===== config.mk =====
export PLATFORM = sky130hd
export DESIGN_NAME = fifo_sync_param
export DESIGN_NICKNAME = d
export VERILOG_FILES = /design/src/rtl/fifo_pkg.sv /design/src/rtl/fifo_mem.sv /design/src/rtl/fifo_sync_param.sv
export SDC_FILE = /design/constraint.sdc
export NUM_CORES = 1
export LEC_CHECK = 0
export CAP_MARGIN = 20
export CORE_MARGIN = 1.5
export CORE_UTILIZATION = 53
export DETAILED_ROUTE_END_ITERATION = 8
export PLACE_DENSITY = 0.72
export RECOVER_POWER = 50
export SLEW_MARGIN = 40
export SYNTH_ARGS = -nofsm -noshare
export SYNTH_HDL_FRONTEND = slang
export SYNTH_SLANG_ARGS = --single-unit

===== constraint.sdc =====
create_clock -name clk -period 2.7 [get_ports clk]
set_clock_uncertainty 0.05 [all_clocks]
set_input_delay 0.54 -clock clk [delete_from_list [all_inputs] [get_ports clk]]
set_output_delay 0.54 -clock clk [all_outputs]
set_load 0.05 [all_outputs]

===== src/rtl/fifo_pkg.sv =====
// -----------------------------------------------------------------------------
// fifo_pkg
//   Shared constants and helpers for the single-clock FIFO family.
//   - FIFO_DEF_DATA_W / FIFO_DEF_DEPTH : default geometry (8 bits x 16 entries)
//   - clog2()   : ceiling log2, usable in parameter expressions
//   - is_pow2() : true for powers of two >= 2
// -----------------------------------------------------------------------------
package fifo_pkg;

  localparam int FIFO_DEF_DATA_W = 8;
  localparam int FIFO_DEF_DEPTH  = 16;

  function automatic int clog2(input int value);
    int result;
    result = 0;
    while ((1 << result) < value) begin
      result++;
    end
    return result;
  endfunction

  function automatic bit is_pow2(input int value);
    return (value >= 2) && ((value & (value - 1)) == 0);
  endfunction

endpackage


===== src/rtl/fifo_mem.sv =====
// -----------------------------------------------------------------------------
// fifo_mem
//   DEPTH x DATA_W register array: one synchronous write port, one
//   asynchronous (combinational) read port. Contents are never reset.
//   Ports:
//     clk      in   write clock
//     we_i     in   write enable
//     waddr_i  in   write address
//     wdata_i  in   write data
//     raddr_i  in   read address
//     rdata_o  out  read data (combinational from raddr_i)
// -----------------------------------------------------------------------------
module fifo_mem
  import fifo_pkg::*;
#(
  parameter int DATA_W = FIFO_DEF_DATA_W,
  parameter int DEPTH  = FIFO_DEF_DEPTH,
  parameter int ADDR_W = clog2(DEPTH)
) (
  input  logic              clk,
  input  logic              we_i,
  input  logic [ADDR_W-1:0] waddr_i,
  input  logic [DATA_W-1:0] wdata_i,
  input  logic [ADDR_W-1:0] raddr_i,
  output logic [DATA_W-1:0] rdata_o
);

  logic [DATA_W-1:0] mem_q [DEPTH];

  always_ff @(posedge clk) begin
    if (we_i) begin
      mem_q[waddr_i] <= wdata_i;
    end
  end

  assign rdata_o = mem_q[raddr_i];

endmodule


===== src/rtl/fifo_sync_param.sv =====
// -----------------------------------------------------------------------------
// fifo_sync_param
//   Parametrised single-clock FIFO with occupancy, almost-full/almost-empty
//   thresholds, sticky overflow/underflow flags and an optional
//   first-word-fall-through (FWFT) read mode.
//   Ports:
//     clk           in   rising-edge clock
//     reset         in   synchronous active-high reset
//     wr_en         in   write request
//     data_in       in   write data
//     rd_en         in   read (pop) request
//     data_out      out  read data
//     rd_valid      out  data_out qualifier
//     full / empty  out  count==DEPTH / count==0
//     almost_full   out  count >= AF_THRESH
//     almost_empty  out  count <= AE_THRESH
//     count         out  occupancy 0..DEPTH
//     err_clr       in   clears overflow/underflow
//     overflow      out  sticky: write attempted while full
//     underflow     out  sticky: read attempted while empty
// -----------------------------------------------------------------------------
module fifo_sync_param
  import fifo_pkg::*;
#(
  parameter int DATA_W    = FIFO_DEF_DATA_W,
  parameter int DEPTH     = FIFO_DEF_DEPTH,
  parameter int AF_THRESH = DEPTH - 2,
  parameter int AE_THRESH = 2,
  parameter bit FWFT      = 1'b0
) (
  input  logic                   clk,
  input  logic                   reset,
  input  logic                   wr_en,
  input  logic [DATA_W-1:0]      data_in,
  input  logic                   rd_en,
  output logic [DATA_W-1:0]      data_out,
  output logic                   rd_valid,
  output logic                   full,
  output logic                   empty,
  output logic                   almost_full,
  output logic                   almost_empty,
  output logic [$clog2(DEPTH):0] count,
  input  logic                   err_clr,
  output logic                   overflow,
  output logic                   underflow
);

  localparam int PTR_W = clog2(DEPTH);
  localparam int CNT_W = PTR_W + 1;

  if (!is_pow2(DEPTH) || !(AE_THRESH < AF_THRESH) || (AF_THRESH > DEPTH) || (DATA_W < 1))
  begin : g_param_err
    $fatal(1, "fifo_sync_param: DEPTH must be a power of two and AE_THRESH < AF_THRESH <= DEPTH");
  end

  logic [PTR_W-1:0]  wr_ptr_q, wr_ptr_d;
  logic [PTR_W-1:0]  rd_ptr_q, rd_ptr_d;
  logic [CNT_W-1:0]  count_q, count_d;
  logic              overflow_q, overflow_d;
  logic              underflow_q, underflow_d;
  logic              wr_acc, rd_acc;
  logic [DATA_W-1:0] head_data;

  // Flags decode the registered count directly, so they carry no extra latency.
  assign full         = (count_q == CNT_W'(DEPTH));
  assign empty        = (count_q == '0);
  assign almost_full  = (count_q >= CNT_W'(AF_THRESH));
  assign almost_empty = (count_q <= CNT_W'(AE_THRESH));
  assign count        = count_q;
  assign overflow     = overflow_q;
  assign underflow    = underflow_q;

  // Acceptance uses pre-edge full/empty: a full FIFO still pops, an empty one
  // still pushes, when both requests arrive together.
  assign wr_acc = wr_en & ~full;
  assign rd_acc = rd_en & ~empty;

  fifo_mem #(
    .DATA_W (DATA_W),
    .DEPTH  (DEPTH),
    .ADDR_W (PTR_W)
  ) u_mem (
    .clk     (clk),
    .we_i    (wr_acc),
    .waddr_i (wr_ptr_q),
    .wdata_i (data_in),
    .raddr_i (rd_ptr_q),
    .rdata_o (head_data)
  );

  always_comb begin
    wr_ptr_d = wr_ptr_q;
    rd_ptr_d = rd_ptr_q;
    count_d  = count_q;
    // Power-of-two depth lets the pointers wrap by plain overflow.
    if (wr_acc) begin
      wr_ptr_d = wr_ptr_q + 1'b1;
    end
    if (rd_acc) begin
      rd_ptr_d = rd_ptr_q + 1'b1;
    end
    case ({wr_acc, rd_acc})
      2'b10:   count_d = count_q + 1'b1;
      2'b01:   count_d = count_q - 1'b1;
      default: count_d = count_q;
    endcase
    // A new error event outranks a simultaneous clear.
    overflow_d  = (wr_en & full)  | (overflow_q  & ~err_clr);
    underflow_d = (rd_en & empty) | (underflow_q & ~err_clr);
  end

  always_ff @(posedge clk) begin
    if (reset) begin
      wr_ptr_q    <= '0;
      rd_ptr_q    <= '0;
      count_q     <= '0;
      overflow_q  <= 1'b0;
      underflow_q <= 1'b0;
    end else begin
      wr_ptr_q    <= wr_ptr_d;
      rd_ptr_q    <= rd_ptr_d;
      count_q     <= count_d;
      overflow_q  <= overflow_d;
      underflow_q <= underflow_d;
    end
  end

  if (FWFT == 1'b0) begin : g_reg_out
    logic [DATA_W-1:0] dout_q;
    logic              vld_q;

    // Registered read: the popped word lands on data_out at the pop edge and
    // is held until the next pop; rd_valid marks only the cycle after a pop.
    always_ff @(posedge clk) begin
      if (reset) begin
        dout_q <= '0;
        vld_q  <= 1'b0;
      end else begin
        vld_q <= rd_acc;
        if (rd_acc) begin
          dout_q <= head_data;
        end
      end
    end

    assign data_out = dout_q;
    assign rd_valid = vld_q;
  end else begin : g_fwft
    // The head is shown combinationally; when empty the output is forced to
    // zero so stale array contents (e.g. after a reset) never leak out.
    assign data_out = empty ? '0 : head_data;
    assign rd_valid = ~empty;
  end

endmodule

==> out/results.ini, run 1 <==
[floorplanning]
placeableCoreArea_um2=11400
io_pins=33
num_rows=39
start_util_pct=54.2
die_w_um=111
dieHeight_um=111
fp.dieArea_um2=12300

[grt]
overflow=0
grt_pass1_wl_um=19400
antenna_found_initial=0
first_global_vias=3563
grt_use_total_pct=21.0
grt_max_degree=27

[routing]
vias=3490
firstDrtPassIters=4
drt_first_iter_violations=277
drc_errors=0
wl_um=12300
drt-vias-per-instance=5.66
ant_nets=0
wl_per_cell_um=19.9

[min_path]
hold_path_class=register to register

[timing]
fin_crit_ns=2.60
tightest_slew_ns=0.729
finalHoldWorstSlack_ns=0.457
timing.final.ws_setup_ns=0.0986
finalHoldViolCount=0
setup_viol=0
max_freq_mhz=384
rsz0062_at_grt=no
drv_slew=0
post-route-period-util_pct=96.3
max-slew-margin-rel_pct=51.2

[power_and_ir_drop]
ir_drop_mv=0.896
leakagePower_nw=2.39
total_power_mw=7.17
p_per_area_nw_per_um2=971

[synthesis]
ys_types=41
netlist_instances=408
synth_edf_count=128
synth_top_area_share_pct=62.1
avgSynthCellArea_um2=15.2
synthTopCellsByArea=edfxtp_1, mux2i_1, dfxtp_1
syn_area_um2=6190
ys_warn_count=0
yosysTopAreaCell=edfxtp_1
synthesis.nets=430
ys_async_sr_fraction_pct=0
synth_ff_type=edfxtp_1
synth_seq_cells=152
yosysSeqAreaShare_pct=69.8

[cts]
htreeDepth=4
clkSinkCount=152
cts_tree=yes
clock_latency_ns=0.41
clk_pin_slew_ns=0.06
cts_buffer_depth=2
holdBufCountCts=0
cts-root-buf=clkbuf_16
ctsResizeCount=0
cts_buffers=17
cts_setup_buffers=0

[cells_and_area]
antenna_cells=0
nets=483
syn2layout_area_growth_pct=19.2
layout_common_cells=edfxtp_1, mux2i_1, nor2_1
fill_cells=843
fin_area_um2=7380
final_common_cell=edfxtp_1
drive_gt1_share_pct=16.2
final_cells=617

[place]
dp.cells=584
gp_congestion=0.857
postPlaceCellArea_um2=6780
io_buffers=32
place_hpwl_um=8040
pre_cts_ws_ns=-0.140

[critical_path]
critPathSlowestCell=clkdlybuf4s50_1
cp.required_ns=2.11
worstSetupPathType=register to output pin
cp-end-kind=output pin
cp_max_fo=10
path_cells=a2111oi_2, clkdlybuf4s50_1
start_kind=register
cp.arrival_ns=2.01
slowest_delay_ns=0.86

[run]
maxCapViolations=0

[run_status]
outcome=completed

## critical path, delay by kind of cell (launching register included)
kind | cells | cell delay (ns)
DFF | 1 | 0.39
AOI/OAI and AO/OA | 1 | 0.35
buffers and inverters | 1 | 0.86
## logic make-up (layout without fill, tap and decap cells)
group / count (synthesis) / count (layout) / synth area share, %
AOI/OAI and AO/OA: 58 / 58 / 6.38
adders and majority gates: 9 / 9 / 1.82
DFF: 152 / 152 / 69.8
and+or+nand+nor: 83 / 83 / 6.91
muxes: 67 / 67 / 10.9
buffers and inverters: 30 / 96 / 2.93
xor gates and xnor gates: 9 / 9 / 1.27
## area by class of cell
type,count,area (um^2),share of cell area (%)
Clock inverter,13,155,2.10
Timing Repair Buffer,58,536,7.26
Clock buffer,19,433,5.87
Multi-Input combinational cell,226,1720,23.2
Inverter,6,22.5,0.305
Tap cell,143,179,2.42
Sequential cell,152,4340,58.8
## Yosys cell counts (all sizes together) (3+ instances only)
library cell / instances
mux2i: 66
clkbuf: 5
inv: 6
nor2: 38
a22oi: 3
a211oi: 8
nand2b: 5
nor3: 5
edfxtp: 128
dfxtp: 24
a21oi: 6
o22ai: 34
xor2: 7
nand2: 11
ha: 9
nor4: 10
nand3b: 3
buf: 19
## registers in the layout, summed over array words and instances, names as in the netlist
| signal | cells |
|---|---|
| underflow | 1 |
| overflow | 1 |
| rd_valid | 1 |
| count | 5 |
| rd_ptr_q | 4 |
| data_out | 8 |
| u_mem.mem_q | 128 |
| wr_ptr_q | 4 |
## where the power goes
group	total, mW	switching (mW)	leakage, nW	internal [mW]
clock	2.34	0.890	0.284	1.45
sequential	2.92	0.181	1.36	2.73
combinational	1.92	1.20	0.748	0.715
total	7.17	2.27	2.39	4.89
## stage by stage
step / util [%] / TNS [ns]
3_3_place_gp: 59.4 / -0.0652
4_1_cts: 64.6 / 0
3_5_place_dp: 59.4 / -0.192
6_report: 64.6 / 0
5_1_grt: 64.6 / 0
2_1_floorplan: - / 0
## final timing paths
kind	start	end	slack, ns	depth (start not counted)
min	data_out[5]$_SDFFE_PP0P_	data_out[5]$_SDFFE_PP0P_	0.46	2
max	count[1]$_SDFFE_PP0P_	almost_empty	0.1	2
min reg2reg	data_out[5]$_SDFFE_PP0P_	data_out[5]$_SDFFE_PP0P_	0.46	2
max reg2reg	count[3]$_SDFFE_PP0P_	count[4]$_SDFFE_PP0P_	0.19	11
## routing by layer
metal  track usage (%)  up-vias  routed length [um]
met2              34.2       83                6080
met4              8.19        0                 289
met3              4.05       23                 613
met5                 0        -                   0
met1              28.0     1707                5290
li1                  -     1677                   -
Power figures use the tool's default switching activity.
==> run 2: changes to the inputs <==
Settings changed: SYNTH_HIERARCHICAL set to 1.
==> out/results.ini, run 2 <==
[timing]
drv_slew=0  ; unchanged
max-slew-margin-rel_pct=51.8  ; was 51.2%
tightest_slew_ns=0.723  ; was 0.729 ns
finalHoldViolCount=0  ; unchanged
rsz0062_at_grt=no  ; unchanged
post-route-period-util_pct=96.8  ; was 96.3%
fin_crit_ns=2.61  ; was 2.60 ns
max_freq_mhz=383  ; was 384 MHz
finalHoldWorstSlack_ns=0.457  ; about the same
tns_ns=0  ; unchanged
setup_viol=0  ; unchanged
timing.final.ws_setup_ns=0.0863  ; was 0.0986 ns

[cells_and_area]
ff_latch_area_um2=4330  ; was 4340 um^2
multi_input_area_um2=1690  ; was 1720 um^2
fill_cells=783  ; was 843
drive_gt1_share_pct=22.2  ; was 16.2%
layout_common_cells=edfxtp_1, nor2_1, buf_4  ; was edfxtp_1, mux2i_1, nor2_1
final_util_pct=64.8  ; was 64.6%
regMostFlops=u_mem/mem_q  ; was u_mem.mem_q
final_cells=557  ; was 617
fin_area_um2=7340  ; was 7380 um^2
nets=421  ; was 483
final_common_cell=edfxtp_1  ; unchanged
syn2layout_area_growth_pct=20.0  ; was 19.2%
antenna_cells=0  ; unchanged
largest_reg_flops=128  ; unchanged

[critical_path]
worstSetupPathType=register to register  ; was register to output pin
critPathSlowestCell=or4_4  ; was clkdlybuf4s50_1
cp.arrival_ns=2.90  ; was 2.01 ns
cp-end-kind=register  ; was output pin
start_kind=register  ; unchanged
cp.required_ns=2.99  ; was 2.11 ns
cp_top_family=simple AND/OR/NAND/NOR gates  ; was buffers and inverters
slowest_delay_ns=0.57  ; was 0.86 ns
path_cells=or4_4, o21a_1, inv_1, ha_4, fa_2, nand3_2, and3_4, or4_1, a21oi_1  ; was a2111oi_2, clkdlybuf4s50_1
cp_max_fo=7  ; was 10
crit_buf_inv=1  ; unchanged

[routing]
vias=3214  ; was 3490
drt-vias-per-instance=5.77  ; was 5.66
drt_first_iter_violations=294  ; was 277
drc_errors=0  ; unchanged
ant_nets=0  ; unchanged
firstDrtPassIters=4  ; unchanged
wl_per_cell_um=20.6  ; was 19.9 um
wl_um=11500  ; was 12300 um

[run]
maxCapViolations=0  ; unchanged

[floorplanning]
die_w_um=110  ; was 111 um
fp.dieArea_um2=12200  ; was 12300 um^2
placeableCoreArea_um2=11300  ; was 11400 um^2
num_rows=39  ; unchanged
dieHeight_um=110  ; was 111 um
start_util_pct=54.0  ; was 54.2%
io_pins=33  ; unchanged

[synthesis]
ys_warn_count=6  ; was 0
synth_top_area_share_pct=62.8  ; was 62.1%
synth_edf_count=128  ; unchanged
synthesis.nets=356  ; was 430
yosysTopAreaCell=edfxtp_1  ; unchanged
synth_ff_type=edfxtp_1  ; unchanged
synthTopCellsByArea=edfxtp_1, dfxtp_1, mux4_2  ; was edfxtp_1, mux2i_1, dfxtp_1
avgSynthCellArea_um2=18.2  ; was 15.2 um^2
netlist_instances=336  ; was 408
syn_area_um2=6120  ; was 6190 um^2
synthTopCellsByCount=edfxtp_1, nor2_1, dfxtp_1, a22oi_1, mux4_2  ; was edfxtp_1, mux2i_1, nor2_1, o22ai_1, dfxtp_1
ys_types=40  ; was 41
ys_async_sr_fraction_pct=0  ; unchanged
yosysSeqAreaShare_pct=70.7  ; was 69.8%
synth.most_common_cell=edfxtp_1  ; unchanged
synth_seq_cells=152  ; unchanged

[power_and_ir_drop]
p_per_area_nw_per_um2=962  ; was 971 nW/um^2
total_power_mw=7.06  ; was 7.17 mW
leakagePower_nw=2.52  ; was 2.39 nW
ir_drop_mv=1.04  ; was 0.896 mV

[min_path]
hold_path_class=register to register  ; unchanged

[grt]
first_global_vias=3312  ; was 3563
grt_pass1_wl_um=18100  ; was 19400 um
grt_use_total_pct=20.3  ; was 21.0%
overflow=0  ; unchanged
antenna_found_initial=0  ; unchanged
grt_max_degree=36  ; was 27

[cts]
htreeDepth=4  ; unchanged
clock_latency_ns=0.41  ; about the same
cts_buffer_depth=2  ; unchanged
cts-root-buf=clkbuf_16  ; unchanged
clkSinkCount=152  ; unchanged
cts_tree=yes  ; unchanged
cts_buffers=17  ; unchanged
holdBufCountCts=0  ; unchanged
clk_pin_slew_ns=0.06  ; about the same

[place]
gp_congestion=0.752  ; was 0.857
postPlaceCellArea_um2=6780  ; about the same
dp.cells=523  ; was 584
pre_cts_ws_ns=-0.0174  ; was -0.140 ns
place_hpwl_um=7440  ; was 8040 um
io_buffers=32  ; unchanged

[run_status]
outcome=completed  ; unchanged

[run 2: cell count changes after synthesis, moves of 7 or more]
cell | before | now
a22oi_1 | 3 | 18
mux4_1 | 0 | 14
mux4_2 | 0 | 18
mux2i_1 | 66 | 11
o22ai_1 | 33 | 0
buf_2 | 10 | 3
[run 2: routing by layer]
layer | wire [um] | share of wire, % | track usage [%]
met5 | 0 | 0 | 0
met1 | 4910 | 43 | 26.3
met3 | 716 | 6.2 | 7.03
met4 | 162 | 1.4 | 6.50
met2 | 5700 | 50 | 32.6
[run 2: kinds of logic after synthesis]
kind of cell,Yosys count,synth area share [%]
simple gates,73,5.48
fa+ha+maj,7,1.55
compound gates,32,3.91
buf+inv,21,2.80
xor+xnor,8,1.15
mux,43,14.4
flops,152,70.7
[run 2: worst register-to-register path, cell delays in order (launching register included)]
cell and delay, ns:
dfxtp_4 0.34, or4_4 0.57, o21a_1 0.21, inv_1 0.10, ha_4 0.20, fa_2 0.23, nand3_2 0.09, and3_4 0.15
or4_1 0.46, a21oi_1 0.14
[run 2: cell type report]
class | instances | share of cell area [%]
well taps | 143 | 2.44
flip-flops and latches | 152 | 59.0
inverters | 5 | 0.290
clock buffers | 20 | 5.95
clock inverters | 12 | 1.72
repair buffers | 62 | 7.53
multi-input cells | 163 | 23.0
[run 2: timing repair]
item,CTS,global route
buffers inserted,0,2
pin swaps,0,3
setup endpoints to repair,1,1
resized for setup,1,0
hold endpoints to repair,0,0
[run 2: final timing paths]
path,startpoint,endpoint,slack [ns],cells after the start
hold / removal,overflow$_SDFF_PP0_,overflow$_SDFF_PP0_,0.46,2
setup reg to reg,count[0]$_SDFFE_PP0P_,count[4]$_SDFFE_PP0P_,0.09,9
hold reg to reg,overflow$_SDFF_PP0_,overflow$_SDFF_PP0_,0.46,2
setup / recovery,count[0]$_SDFFE_PP0P_,count[4]$_SDFFE_PP0P_,0.09,9
[run 2: power by group]
group / switching [mW] / internal (mW)
Clock: 0.876 / 1.36
Sequential: 0.106 / 2.70
Combinational: 1.16 / 0.856
==> run 3: changes to the inputs <==
Settings changed: CORE_UTILIZATION 53 to 55, CTS_BUF_LIST set to sky130_fd_sc_hd__clkbuf_8, PLACE_DENSITY 0.72 to 0.74.
==> out/results.ini, run 3 (synthesis gave the netlist of run 2 again) <==
[run_status]
outcome=completed  ; unchanged

[cts]
clk_pin_slew_ns=0.08  ; was 0.06 ns
cts_buffers=17  ; unchanged
ctsResizeCount=1  ; unchanged
cts-root-buf=clkbuf_8  ; was clkbuf_16
cts_setup_buffers=0  ; unchanged
clkSinkCount=152  ; unchanged
holdBufCountCts=0  ; unchanged
cts_buffer_depth=2  ; unchanged
htreeDepth=4  ; unchanged
clock_latency_ns=0.43  ; was 0.41 ns
cts_tree=yes  ; unchanged

[place]
postPlaceCellArea_um2=6750  ; was 6780 um^2
io_buffers=32  ; unchanged
place_hpwl_um=7360  ; was 7440 um
dp.cells=519  ; was 523
gp_congestion=0.790  ; was 0.752

[timing]
tns_ns=0  ; unchanged
finalHoldViolCount=0  ; unchanged
tightest_slew_ns=0.770  ; was 0.723 ns
max_freq_mhz=380  ; was 383 MHz
rsz0062_at_grt=no  ; unchanged
max-slew-margin-rel_pct=48.6  ; was 51.8%
fin_crit_ns=2.63  ; was 2.61 ns
post-route-period-util_pct=97.4  ; was 96.8%
finalHoldWorstSlack_ns=0.453  ; was 0.457 ns
setup_viol=0  ; unchanged
drv_slew=0  ; unchanged

[grt]
first_global_vias=3182  ; was 3312
overflow=0  ; unchanged
grt_use_total_pct=21.8  ; was 20.3%
grt_max_degree=36  ; unchanged
grt_pass1_wl_um=17900  ; was 18100 um
antenna_found_initial=0  ; unchanged

[routing]
firstDrtPassIters=5  ; was 4
wl_um=11700  ; was 11500 um
drc_errors=0  ; unchanged
vias=3207  ; was 3214
drt_first_iter_violations=337  ; was 294
ant_nets=0  ; unchanged
wl_per_cell_um=21.2  ; was 20.6 um
drt-vias-per-instance=5.82  ; was 5.77

[floorplanning]
start_util_pct=56.4  ; was 54.0%
placeableCoreArea_um2=10800  ; was 11300 um^2
dieHeight_um=108  ; was 110 um
fp.dieArea_um2=11800  ; was 12200 um^2
die_w_um=108  ; was 110 um
num_rows=38  ; was 39
io_pins=33  ; unchanged

[cells_and_area]
fin_area_um2=7130  ; was 7340 um^2
final_cells=551  ; was 557
final_common_cell=edfxtp_1  ; unchanged
layout_common_cells=edfxtp_1, nor2_1, buf_4  ; unchanged
multi_input_area_um2=1690  ; unchanged
syn2layout_area_growth_pct=16.5  ; was 20.0%
drive_gt1_share_pct=21.7  ; was 22.2%
largest_reg_flops=128  ; unchanged
ff_latch_area_um2=4330  ; unchanged
nets=418  ; was 421
fill_cells=748  ; was 783
regMostFlops=u_mem/mem_q  ; unchanged
antenna_cells=0  ; unchanged

[critical_path]
critPathCapture=count[4]$_SDFFE_PP0P_  ; unchanged
startpoint=count[1]$_SDFFE_PP0P_  ; was count[0]$_SDFFE_PP0P_
cp.arrival_ns=2.95  ; was 2.90 ns
cp_max_fo=8  ; was 7
r2r_cells=9  ; unchanged
r2r_setup_slack_ns=0.07  ; was 0.09 ns
worstSetupPathType=register to register  ; unchanged
worst_r2r_endpoint=count[4]$_SDFFE_PP0P_  ; unchanged
cp.required_ns=3.02  ; was 2.99 ns
start_kind=register  ; unchanged
regToRegStartpoint=count[1]$_SDFFE_PP0P_  ; was count[0]$_SDFFE_PP0P_
cp-end-kind=register  ; unchanged

[run]
maxCapViolations=0  ; unchanged

[power_and_ir_drop]
ir_drop_mv=0.723  ; was 1.04 mV
leakagePower_nw=2.42  ; was 2.52 nW
p_per_area_nw_per_um2=914  ; was 962 nW/um^2

[min_path]
hold_path_class=register to register  ; unchanged

## run 3: worst max-delay path: stages, from the launching register on
cell and delay [ns]:
dfxtp_4 0.35, or4_4 0.60, o21a_1 0.21, inv_1 0.08
ha_4 0.19, fa_2 0.25, nand3_2 0.09, and3_4 0.15
or4_1 0.46, a21oi_1 0.13
## run 3: worst min path at each step
| stage | start | end | slack, ns | cells past startpoint |
|---|---|---|---|---|
| final | data_out[4]$_SDFFE_PP0P_ | data_out[4]$_SDFFE_PP0P_ | 0.45 | 2 |
| after CTS | data_out[4]$_SDFFE_PP0P_ | data_out[4]$_SDFFE_PP0P_ | 0.46 | 2 |
| after floorplan | rd_ptr_q[3]$_SDFFE_PP0P_ | rd_ptr_q[3]$_SDFFE_PP0P_ | 0.47 | 2 |
| after global routing | data_out[4]$_SDFFE_PP0P_ | data_out[4]$_SDFFE_PP0P_ | 0.48 | 2 |
| after detailed placement | data_out[4]$_SDFFE_PP0P_ | data_out[4]$_SDFFE_PP0P_ | 0.44 | 2 |
| after global placement | data_out[7]$_SDFFE_PP0P_ | data_out[7]$_SDFFE_PP0P_ | 0.42 | 2 |
## run 3: where the power goes
part / internal, mW / switching [mW] / total, mW
clock network: 0.899 / 0.800 / 1.70
logic: 0.826 / 1.19 / 2.01
registers: 2.70 / 0.104 / 2.80
total: 4.43 / 2.09 / 6.52
## run 3: per-stage QoR
stage          worst slack (ns)  utilization, %  power [mW]
6_report                 0.0708            65.8        6.52
5_1_grt                 0.00478            65.8        6.80
4_1_cts                  0.0766            65.9        6.58
3_5_place_dp             0.0355            62.3        4.89
3_3_place_gp             0.0754            62.3        4.85
2_1_floorplan            -0.152               -        4.35
## run 3: routing by layer
layer,track usage [%],part of all wire (%)
met1,29.7,43
met2,35.0,50
met3,5.00,5.2
met4,7.33,1.8
met5,0,0
## run 3: area by class of cell
cell class	count	share of cell area, %
Tap cell	140	2.46
Clock buffer	17	3.28
Clock inverter	15	2.25
Inverter	5	0.298
Multi-Input combinational cell	163	23.7
Sequential cell	152	60.8
Timing Repair Buffer	59	7.21
==> RTL edit 1: new RTL, config.mk and constraints of run 2 <==
Set the package constant `FIFO_DEF_DATA_W` to 10 (it was 8). Comments in the files are not updated.
--- a/src/rtl/fifo_pkg.sv
+++ b/src/rtl/fifo_pkg.sv
@@ -8,5 +8,5 @@
 package fifo_pkg;
 
-  localparam int FIFO_DEF_DATA_W = 8;
+  localparam int FIFO_DEF_DATA_W = 10;
   localparam int FIFO_DEF_DEPTH  = 16;
 
Ports: changed (resized data_in and data_out); port bits go from 33 to 37. No check against the original RTL was run, so the function may have changed too.
==> RTL edit 1 against run 2 <==
Cell count increased by 17%. Global-route usage increased by 0.32 points. Utilization about the same. Setup slack improved by 74 ps. Maximum frequency increased by 2.9%. Synthesized area increased by 20%. Cell area increased by 18%. Total power increased by 18%. Via count increased by 18%. Sequential cell count increased by 34. Routed wire length increased by 21%. Clock power increased by 7%. Sequential share of layout area increased by 2.4 points. First-iteration DRC count decreased by 19%. Critical path type unchanged.
==> RTL edit 1: results (changes against run 2) <==
Cells and area
  – Share of final layout cell area taken by non-clock buffers: 7.32% (-0.22 points)
  – Number of clock buffer instances in the layout: 22 (+10%)
  – Final net count: 486 (+15%)
  – Non-CTS buffers: 71 (+15%)
  – #MultiIn Comb: 182 (+12%)
  – Finished Layout Cells: 653 (+17%)
  – Combined flip-flop and latch cell area: 5340 µm² (+23%)
  – Fillers: 896 (+14%)
  – Flip-flop count of the largest register, all copies and words added: 160 (+25%)
  – Growth of design area from synthesis to finish: 18.5%
  – Count of non-CTS inverters in the layout: 6 (+1)
  – Area taken by multi-input logic gates: 1890 µm² (+12%)
  – Clock tree cell share of total cell area: 6.70% (-0.97 points)

Synth
  – Count of flip-flops with a built-in enable after synthesis: 160 (+25%)
  – Post-synthesis average cell area: 18.7 µm² (+2.8%)
  – List of most frequent post-synthesis cells: 160 x sky130_fd_sc_hd__edfxtp_1, 40 x sky130_fd_sc_hd__nor2_1, 28 x sky130_fd_sc_hd__mux4_2
  – Sequential cell area fraction in the yosys report: 72.6% (+1.9 points)
  – Net count of the mapped netlist: 414 (+16%)

Pwr
  – Total power density per cell area: 959 nW/µm² (-0.33%)
  – Power Sequential: 3.45 mW (+23%)
  – Switching Power: 2.60 mW (+21%)
  – Gate power share: 29.9% (+1.3 points)
  – Leakage power: 2.97 nW (+18%)
  – Maximum vdd ir drop: 0.000477 V (-54%)

Global route
  – Number of global-route vias before repair: 3691 (+11%)
  – Global-route met3 utilization: 4.43% (-2.6 points)
  – Global-route track usage on met1: 29.0% (+2.7 points)
  – Wire length of the first global-routing pass: 21300 µm (+18%)
  – Gr usage total: 20.6% (+0.32 points)
  – Largest net degree at the start of global routing: 44 (+22%)
  – Fraction of met2 tracks used by global routing: 31.7% (-0.92 points)

Placement
  – Pre-CTS setup slack: -149 ps (-131 ps)
  – Post-detailed-placement half-perimeter wirelength: 8730 µm (+17%)
  – Final weighted congestion in routability-driven placement: 0.755 (+0.40%)
  – Area after DPL: 8120 µm² (+20%)
  – Number of input and output port buffers inserted: 36 (+13%)
  – Number of cells in the design after placement: 621 (+19%)

CTS
  – Number of instances resized during post-cts repair: 0 (-1)
  – Clock sinks: 186 (+22%)
  – Clock insertion delay at the later pin of the skew report: 430 ps (+20 ps)

Setup path
  – Maximum net fanout on the critical path: 6 (-1)
  – WP data arrival: 2840 ps (-60 ps)
  – Max stage delay on crit path: 470 ps (-100 ps)
  – Worst r2r src: count[2]$_SDFFE_PP0P_
  – Launch point of the critical path: count[2]$_SDFFE_PP0P_

Route
  – Routed length per placed instance: 21.4 µm (+3.6%)
  – DR WL met3: 938 µm (+31%)
  – Metal2 WL: 6800 µm (+19%)
  – DR iter-0 viols: 239 (-19%)
  – Post-detailed-route via-to-cell ratio: 5.82 (+0.93%)

Outcome
  – Run status: completed

Min path
  – Cells on Worst Hold Path: 2 (unchanged)
  – Hold Crit Start: data_out[7]$_SDFFE_PP0P_

STA
  – Max-slew headroom at the worst pin: 42.3% (-9.5 points)
-- RTL edit 1: changes by cell type in the layout (fill, tap and decap cells not counted), sizes merged, moves of 3 or more --
cell      change
edfxtp       +32
mux4          +8
buf           +5
inv           +5
a22oi         +4
clkbuf        +3
clkinvlp      -3
-- RTL edit 1: path summary, 6_finish.rpt --
check	to	slack [ps]
setup / recovery	count[4]$_SDFFE_PP0P_	160
hold / removal	data_out[7]$_SDFFE_PP0P_	460
setup reg to reg	count[4]$_SDFFE_PP0P_	160
hold reg to reg	data_out[7]$_SDFFE_PP0P_	460
-- RTL edit 1: logic make-up (layout without fill, tap and decap cells) --
| group | after synthesis | count (layout) | share of synthesized area [%] |
|---|---|---|---|
| flops | 186 | 186 | 72.6 |
| xor+xnor | 8 | 8 | 0.955 |
| fa+ha+maj | 7 | 7 | 1.30 |
| buf+inv | 24 | 109 | 1.98 |
| compound gates | 37 | 37 | 3.68 |
| simple gates | 77 | 77 | 4.81 |
| mux | 53 | 53 | 14.7 |
==> RTL edit 2: new RTL, settings of run 2 <==
Made on the original files. Reset style: asynchronous (`reset`), changed in 2 clocked blocks. Comments in the files are not updated.
--- a/src/rtl/fifo_sync_param.sv
+++ b/src/rtl/fifo_sync_param.sv
@@ -110,5 +110,5 @@
   end
 
-  always_ff @(posedge clk) begin
+  always_ff @(posedge clk or posedge reset) begin
     if (reset) begin
       wr_ptr_q    <= '0;
@@ -132,5 +132,5 @@
     // Registered read: the popped word lands on data_out at the pop edge and
     // is held until the next pop; rd_valid marks only the cycle after a pop.
-    always_ff @(posedge clk) begin
+    always_ff @(posedge clk or posedge reset) begin
       if (reset) begin
         dout_q <= '0;
Formal check against the unedited RTL: differs if reset is asserted again (counterexample within 4 cycles, from zero or initial values and one cycle with reset high); with reset held inactive, the same outputs for 10 cycles.
==> RTL edit 2 against run 2 <==
Global-route usage rose by 1.4 points. Cell area rose by 1.7%. Sequential cell count did not move. Via count rose by 1.9%. Routed wire length rose by 7.2%. Highest routed layer unchanged. Synthesized area rose by 1.7%. Total power rose by 20%. Hold slack improved by 2.3 ps. First-iteration DRC count fell by 32%. Setup slack improved by 68 ps. Die area rose by 1.7%. Largest cell class unchanged.
==> RTL edit 2: results (changes against run 2) <==
Route
  – DR WL met3: 674 µm (-5.9%)
  – Metal2 WL: 6200 µm (+8.9%)
  – DR iter-0 viols: 201 (-32%)
  – Routed length per placed instance: 22.6 µm (+9.8%)
  – Post-detailed-route via-to-cell ratio: 6.02 (+4.3%)
  – Wl on met1: 5120 µm (+4.3%)
  – DR pass1 iterations: 4 (unchanged)

Placement
  – Number of cells in the design after placement: 512 (-2.1%)
  – Final weighted congestion in routability-driven placement: 0.796 (+5.8%)
  – Pre-CTS setup slack: 10.7 ps (+28.1 ps)
  – Post-detailed-placement half-perimeter wirelength: 7860 µm (+5.6%)
  – Number of input and output port buffers inserted: 32 (unchanged)

Global route
  – Number of global-route vias before repair: 3492 (+5.4%)
  – Global-route track usage on met1: 28.8% (+2.5 points)
  – Initial antenna violation count: 0 (unchanged)
  – Gr usage total: 21.8% (+1.4 points)
  – Global-route met3 utilization: 5.06% (-2.0 points)
  – Largest net degree at the start of global routing: 36 (unchanged)
  – Wire length of the first global-routing pass: 19500 µm (+7.7%)
  – Fraction of met2 tracks used by global routing: 35.1% (+2.5 points)

Setup path
  – Maximum net fanout on the critical path: 10 (+3)
  – Kind of cell adding the most delay to the critical path: buffers and inverters
  – CP max stage cell: sky130_fd_sc_hd__clkdlybuf4s50_1
  – WP data arrival: 1960 ps (-940 ps)
  – Max stage delay on crit path: 810 ps (+240 ps)

Cells and area
  – Flip-flop count of the largest register, all copies and words added: 128 (unchanged)
  – Proportion of layout cells with a drive suffix above 1: 28.2% (+6.0 points)
  – Finished Layout Cells: 544 (-2.3%)
  – Final net count: 408 (-3.1%)

CTS
  – Clock insertion delay at the later pin of the skew report: 410 ps (about the same)
  – Deepest clock path buffer count: 2 (unchanged)
  – Root buffer cell: sky130_fd_sc_hd__clkbuf_16
  – Cts hold-fix bufs: 0 (unchanged)
  – H-Tree Level Count: 4 (unchanged)
  – Clock-pin slew on the worst setup and hold paths: 60 ps (about the same)
  – Post-CTS Setup Repair Bufs: 0 (unchanged)
  – Number of instances resized during post-cts repair: 0 (-1)

Pwr
  – Leakage power: 2.60 nW (+3.4%)
  – Maximum vdd ir drop: 0.00132 V (+27%)

STA
  – Max-slew headroom at the worst pin: 11.0% (-41 points)

Synth
  – Net count of the mapped netlist: 339 (-4.8%)
  – Number of cells produced by synthesis: 319 (-5.1%)
  – Sequential cell area fraction in the yosys report: 71.4% (+0.72 points)
  – Leading cell types by total area after synthesis: sky130_fd_sc_hd__edfxtp_1 62%, sky130_fd_sc_hd__dfrtp_1 9.6%, sky130_fd_sc_hd__mux4_2 6.5%, sky130_fd_sc_hd__mux4_1 5.9%, sky130_fd_sc_hd__mux2_2 2.2%
  – Post-synthesis cell type count: 45 (+13%)
  – Async set-or-reset flop fraction in the synthesized netlist: 15.8% (+16 points)
  – List of most frequent post-synthesis cells: 128 x sky130_fd_sc_hd__edfxtp_1, 24 x sky130_fd_sc_hd__dfrtp_1, 18 x sky130_fd_sc_hd__mux4_2
  – Count of flip-flops with a built-in enable after synthesis: 128 (unchanged)

Min path
  – Class of the most critical hold timing path: register to register

Outcome
  – Run status: completed
==> RTL edit 2: through the flow <==
step	power (mW)	area (µm²)	setup TNS [ps]
floorplan	5.37	6290	-239
global placement	6.24	6920	0
detailed placement	6.32	6920	0
CTS	8.54	7480	0
global route	8.86	7470	0
finish	8.47	7470	0
==> RTL edit 2: area by class of cell <==
type / instances / area, µm²
clock inverters: 12 / 104
multi-input cells: 146 / 1690
fillers: 769 / 3950
repair buffers: 65 / 562
flip-flops and latches: 152 / 4450
clock buffers: 20 / 457
well taps: 143 / 179
inverters: 6 / 25.0
==> RTL edit 2: report_power, final <==
group	internal [mW]	switching (mW)	total, mW
logic	1.32	1.76	3.09
clock network	1.31	0.900	2.21
registers	2.95	0.229	3.18
==> RTL edit 2: worst paths after layout <==
kind | cells past startpoint | start | to | slack, ps
max | 3 | count[1]$_DFFE_PP0P_ | almost_full | 150
min in group asynchronous | 3 | reset | rd_ptr_q[0]$_DFFE_PP0P_ | 960
min | 1 | data_out[7]$_DFFE_PP0P_ | data_out[7]$_DFFE_PP0P_ | 460
min reg2reg | 1 | data_out[7]$_DFFE_PP0P_ | data_out[7]$_DFFE_PP0P_ | 460
max reg2reg | 8 | count[4]$_DFFE_PP0P_ | count[4]$_DFFE_PP0P_ | 160
max in group asynchronous | 3 | reset | count[1]$_DFFE_PP0P_ | 760
==> RTL edit 2: kinds of logic after synthesis <==
family / Yosys count / synth area share, %
AND/OR/NAND/NOR: 52 / 4.60
XOR/XNOR: 8 / 1.13
multiplexers: 44 / 14.6
AO/OA/AOI/OAI: 35 / 4.42
flip-flops: 152 / 71.4
adder cells (fa/ha/maj): 7 / 1.53
buffers and inverters: 21 / 2.33
